===== config.mk =====
export PLATFORM = sky130hd
export DESIGN_NAME = datapath
export DESIGN_NICKNAME = d
export VERILOG_FILES = /design/src/rtl/datapath.sv
export SDC_FILE = /design/constraint.sdc
export NUM_CORES = 2
export LEC_CHECK = 0
export BUFFER_PORTS_ARGS = -buffer_cell sky130_fd_sc_hd__buf_2
export CAP_MARGIN = 10
export CORE_UTILIZATION = 52
export CTS_CLUSTER_SIZE = 12
export DETAILED_ROUTE_END_ITERATION = 8
export PLACE_DENSITY = 0.69
export RECOVER_POWER = 25
export SYNTH_ARGS = -nofsm -noshare
export SYNTH_HDL_FRONTEND = slang
export SYNTH_SLANG_ARGS = --single-unit

===== constraint.sdc =====
create_clock -name clk -period 9.1 [get_ports clk]
set_input_delay 0.91 -clock clk [delete_from_list [all_inputs] [get_ports clk]]
set_output_delay 0.91 -clock clk [all_outputs]
set_load 0.01 [all_outputs]

===== src/rtl/datapath.sv =====
// Single-bus 32-bit CPU datapath: GPRs, PC/IR/MAR/MDR/HI/LO/Y/Z and a combinational ALU.
// One-cycle register transfers; DATAPATH_MULDIV_EN builds the signed multiplier/divider.
module datapath (
    input  logic        clk,
    input  logic        reset,
    input  logic        R0out,
    input  logic        R1out,
    input  logic        R2out,
    input  logic        R3out,
    input  logic        R4out,
    input  logic        R5out,
    input  logic        R6out,
    input  logic        R7out,
    input  logic        R8out,
    input  logic        R9out,
    input  logic        R10out,
    input  logic        R11out,
    input  logic        R12out,
    input  logic        R13out,
    input  logic        R14out,
    input  logic        R15out,
    input  logic        HIout,
    input  logic        LOout,
    input  logic        Zhighout,
    input  logic        Zlowout,
    input  logic        PCout,
    input  logic        IRout,
    input  logic        MDRout,
    input  logic        INout,
    input  logic        Cout,
    input  logic        Yout,
    input  logic        MARout,
    input  logic        Read,
    input  logic        IncPC,
    input  logic        AND,
    input  logic        OR,
    input  logic        ADD,
    input  logic        SUB,
    input  logic        MUL,
    input  logic        DIV,
    input  logic        SHR,
    input  logic        SHRA,
    input  logic        SHL,
    input  logic        ROR,
    input  logic        ROL,
    input  logic        NEG,
    input  logic        NOT,
    input  logic        R0in,
    input  logic        R1in,
    input  logic        R2in,
    input  logic        R3in,
    input  logic        R4in,
    input  logic        R5in,
    input  logic        R6in,
    input  logic        R7in,
    input  logic        R8in,
    input  logic        R9in,
    input  logic        R10in,
    input  logic        R11in,
    input  logic        R12in,
    input  logic        R13in,
    input  logic        R14in,
    input  logic        R15in,
    input  logic        HIin,
    input  logic        LOin,
    input  logic        PCin,
    input  logic        IRin,
    input  logic        Zin,
    input  logic        Yin,
    input  logic        MARin,
    input  logic        MDRin,
    input  logic [31:0] IN,
    output logic [31:0] BusMuxOut,
    output logic [31:0] PC
);

    logic [31:0] gpr_q [16];
    logic [31:0] hi_q, lo_q, pc_q, ir_q, mar_q, mdr_q, y_q;
    logic [63:0] z_q;
    logic [31:0] pc_d, mdr_d;
    logic [63:0] z_d;

    logic [15:0] r_out, r_in;
    logic [31:0] bus;
    logic [31:0] c_sext;

    assign r_out = {R15out, R14out, R13out, R12out, R11out, R10out, R9out, R8out,
                    R7out,  R6out,  R5out,  R4out,  R3out,  R2out,  R1out, R0out};
    assign r_in  = {R15in,  R14in,  R13in,  R12in,  R11in,  R10in,  R9in,  R8in,
                    R7in,   R6in,   R5in,   R4in,   R3in,   R2in,   R1in,  R0in};

    assign c_sext = {{13{ir_q[18]}}, ir_q[18:0]};

    // Lowest-priority source is applied first so the highest-priority one lands last.
    always_comb begin
        bus = '0;
        if (IRout)    bus = ir_q;
        if (MARout)   bus = mar_q;
        if (Yout)     bus = y_q;
        if (Cout)     bus = c_sext;
        if (INout)    bus = IN;
        if (MDRout)   bus = mdr_q;
        if (PCout)    bus = pc_q;
        if (Zlowout)  bus = z_q[31:0];
        if (Zhighout) bus = z_q[63:32];
        if (LOout)    bus = lo_q;
        if (HIout)    bus = hi_q;
        for (int i = 15; i >= 0; i--) begin
            if (r_out[i]) bus = gpr_q[i];
        end
    end

    assign BusMuxOut = bus;
    assign PC        = pc_q;

    logic [4:0]         shamt;
    logic signed [31:0] y_s;
    logic [31:0]        sra_res;
    logic [63:0]        rot_r, rot_l;
    logic [63:0]        mul_res, div_res;

    assign shamt   = bus[4:0];
    assign y_s     = y_q;
    assign sra_res = y_s >>> shamt;
    assign rot_r   = {y_q, y_q} >> shamt;
    assign rot_l   = {y_q, y_q} << shamt;

`ifdef DATAPATH_MULDIV_EN
    logic signed [63:0] prod;
    logic signed [31:0] quot, rem;

    assign prod = $signed({{32{y_q[31]}}, y_q}) * $signed({{32{bus[31]}}, bus});

    // Divide-by-zero yields an all-ones quotient and passes the dividend through as remainder.
    always_comb begin
        quot = '1;
        rem  = y_s;
        if (bus != 32'd0) begin
            quot = y_s / $signed(bus);
            rem  = y_s % $signed(bus);
        end
    end

    assign mul_res = prod;
    assign div_res = {rem, quot};
`else
    assign mul_res = '0;
    assign div_res = '0;
`endif

    always_comb begin
        z_d = '0;
        if (NOT)  z_d = {32'd0, ~bus};
        if (NEG)  z_d = {32'd0, 32'd0 - bus};
        if (ROL)  z_d = {32'd0, rot_l[63:32]};
        if (ROR)  z_d = {32'd0, rot_r[31:0]};
        if (SHL)  z_d = {32'd0, y_q << shamt};
        if (SHRA) z_d = {32'd0, sra_res};
        if (SHR)  z_d = {32'd0, y_q >> shamt};
        if (DIV)  z_d = div_res;
        if (MUL)  z_d = mul_res;
        if (SUB)  z_d = {32'd0, y_q - bus};
        if (ADD)  z_d = {32'd0, y_q + bus};
        if (OR)   z_d = {32'd0, y_q | bus};
        if (AND)  z_d = {32'd0, y_q & bus};
    end

    assign pc_d  = IncPC ? pc_q + 32'd1 : bus;
    assign mdr_d = Read  ? IN           : bus;

    always_ff @(posedge clk) begin
        if (reset) begin
            for (int i = 0; i < 16; i++) gpr_q[i] <= '0;
            hi_q  <= '0;
            lo_q  <= '0;
            pc_q  <= '0;
            ir_q  <= '0;
            mar_q <= '0;
            mdr_q <= '0;
            y_q   <= '0;
            z_q   <= '0;
        end else begin
            for (int i = 0; i < 16; i++) begin
                if (r_in[i]) gpr_q[i] <= bus;
            end
            if (HIin)  hi_q  <= bus;
            if (LOin)  lo_q  <= bus;
            if (PCin)  pc_q  <= pc_d;
            if (IRin)  ir_q  <= bus;
            if (MARin) mar_q <= bus;
            if (MDRin) mdr_q <= mdr_d;
            if (Yin)   y_q   <= bus;
            if (Zin)   z_q   <= z_d;
        end
    end

endmodule


==> metrics.cfg <==
[logic_synthesis]
ys_warn_count=0
yosysUniqueCellTypes=99
ys.flop_type=edfxtp_1
synth-edff-count=512
synth_most_common_cell=nor2_1
synth_fp_nets=5500
seq_area_frac_synth_pct=42.6
synth_area_sq_mm=0.0481
synth_cells=5302
synth_top_area_share_pct=31.9
yosysTopAreaCell=edfxtp_1
synthTopCellsByArea=edfxtp_1, dfxtp_1, mux2i_1, and2_1, nor2_1
async_flop_share_pct=0
ys_seq_elements=768
ys_top_cells_by_count=nor2_1, edfxtp_1, clkbuf_1, nand2_1, and2_1
avgSynthCellArea_sq_um=9.08

[status]
status=complete, but fails checks
violations=capacitance limit, slew limit

[global_route]
antenna_found_initial=22
gr-total-overflow=0
grt_pass1_vias=42660
grt_pass1_wl_microns=329000
grt_max_degree=125
grt_usage_pct=49.2

[worst_setup_path]
path_cells=clkbuf_1 > clkbuf_1 > or2_0
rr_worst_depth=25
reg2reg_to=z_q[30]
critPathMaxFanout=71
required_ns=9.33
rrSetupSlack_ns=2.14
cpMaxStageDelayCell=clkbuf_1
critical_path.top_delay_family=buffers and inverters
end_kind=flip-flop
max_stage_delay_ns=2.91
arrival_ns=8.61
critical_path.startpoint_type=input port
critPathKind=input port to flip-flop
timing.rr.start=y_q[0]
critPathMostFrequentCell=clkbuf_1
cp.buffers_inverters=2

[layout]
area_growth_pct=9.62
drive_gt1_share_pct=10.7
final_cell_area_sq_mm=0.0528
fin_nets=5437
utilization_pct=57.6
fillCellCount=8227
register_area_sq_mm=0.0205
stdcell_count=6496
multi_input_area_sq_mm=0.0252

[timing]
hold_violations=0
hold_slack_ns=0.487
drv_slew=523
fin_ws_ns=0.722
worst_pin_slew_ns=4.24
max_freq_ghz=0.119
finalCriticalPeriod_ns=8.38
rsz0062_at_grt=false
slew_headroom_pct=-183
final.setup_skew_ns=0.0352
fin_setup_tns_ns=0
setup_viol=0
finalCritPeriodShare_pct=92.1

[die]
fp-row-count=111
die_area_sq_mm=0.0938
start_util_pct=52.5
die_h_microns=306
die-width_microns=306
core_sq_mm=0.0917
ios=164

[placement]
hpwlAfterDp_microns=169000
dp_cells=6337
globalplace.congestion=1.07
port_buffers=163
post_dp_cell_area_sq_mm=0.0500
dp_slack_ns=1.29

[clocking]
postCtsSetupBuffers=0
clock_sinks=768
cts_tree=built
numCtsBuffers=85
clockBufferDepth=3
ctsHoldBuffers=0
clk_pin_slew_worst_paths_ns=0.06
clock_latency_ns=0.70
htree_levels=3
cts-resized-gates=0
cts-root-buf=clkbuf_16

[drt]
ant_nets=0
wl_microns=237000
detail_route.vias_per_cell=7.22
firstDrtPassIters=7
wire_per_inst_microns=36.5
route.detailed.drc=0
vias=46905
dr.first_iter.drc_count=7901

[pwr]
power_mw=10.5
p_leak_nw=20.1
vdd_drop_max_mv=0.192
power.density_mw_per_mm2=198

[run]
drv_cap=15

[worst_hold_path]
hold_path_end=mar_q[9]
holdPathStages=2
hp-start=mar_q[9]
hp-class=flip-flop to flip-flop

worst min-delay path, delay by kind of cell (launching register included):
kind / cells / cell delay, ns
DFF: 1 / 0.30
and+or+nand+nor: 1 / 0.08
AOI/OAI and AO/OA: 1 / 0.05
how the worst max path moves through the flow:
stage          start      endpoint  slack (ns)  depth (start not counted)
2_1_floorplan  R8out       z_q[28]        2.12                         26
3_3_place_gp   INout       z_q[28]        1.20                         24
3_5_place_dp   INout       z_q[28]        1.29                         24
4_1_cts        INout       z_q[28]        1.95                         24
5_1_grt        reset  gpr_q[0][42]        0.68                          4
6_report       reset   gpr_q[1][9]        0.72                          3
placed cells by master, fill, tap and decap left out, types with 60 or more instances in the layout:
cell	count
mux2i_1	310
nand3_1	94
dfxtp_1	256
o22ai_1	92
buf_2	130
nor3_1	97
a221oi_1	84
ha_1	96
nand2_1	367
nand2b_1	62
clkbuf_1	62
a211oi_1	181
o211ai_1	72
edfxtp_1	512
o21ai_0	284
nor2_1	540
and2_1	330
a22oi_1	89
clkbuf_16	85
nor2b_1	60
buf_4	176
a21oi_1	309
inv_1	127
where the power goes:
part / total [mW] / switching [mW] / leakage (nW) / internal, mW
combinational: 2.74 / 1.96 / 11.0 / 0.786
sequential: 4.20 / 0.171 / 7.75 / 4.03
clock: 3.51 / 1.50 / 1.34 / 2.00
cells by family (layout without fill, tap and decap cells):
kind of cell,after synthesis,count (layout),synth area share [%]
DFF,768,768,42.6
xor gates and xnor gates,34,34,0.619
and+or+nand+nor,1807,1807,18.7
buffers and inverters,640,637,5.27
muxes,352,352,7.51
adders and majority gates,98,98,2.58
AOI/OAI and AO/OA,1603,1603,22.7
other,0,11,0
layer usage:
layer | GRT usage (%) | up-vias | routed length (microns)
met4 | 30.4 | 22 | 17500
met5 | 0 | - | 158
met1 | 63.0 | 22795 | 88100
met2 | 70.8 | 3640 | 98500
met3 | 17.3 | 837 | 32700
li1 | - | 19611 | -
area by class of cell:
class                      instances  share of cell area (%)
clock inverter                    30                   0.875
clock buffer                     117                    4.35
timing repair buffer             346                    4.18
tap                             1186                    2.81
multi-input combinational       3894                    47.8
antenna                           11                  0.0522
sequential                       768                    38.9
inverter                         144                    1.04
flip-flops by register name (all words and copies together) (netlist names):
signal	cells
y_q	32
mdr_q	32
gpr_q	512
mar_q	32
PC	32
z_q	32
ir_q	32
hi_q	32
lo_q	32
(Power assumes the default switching activity.)
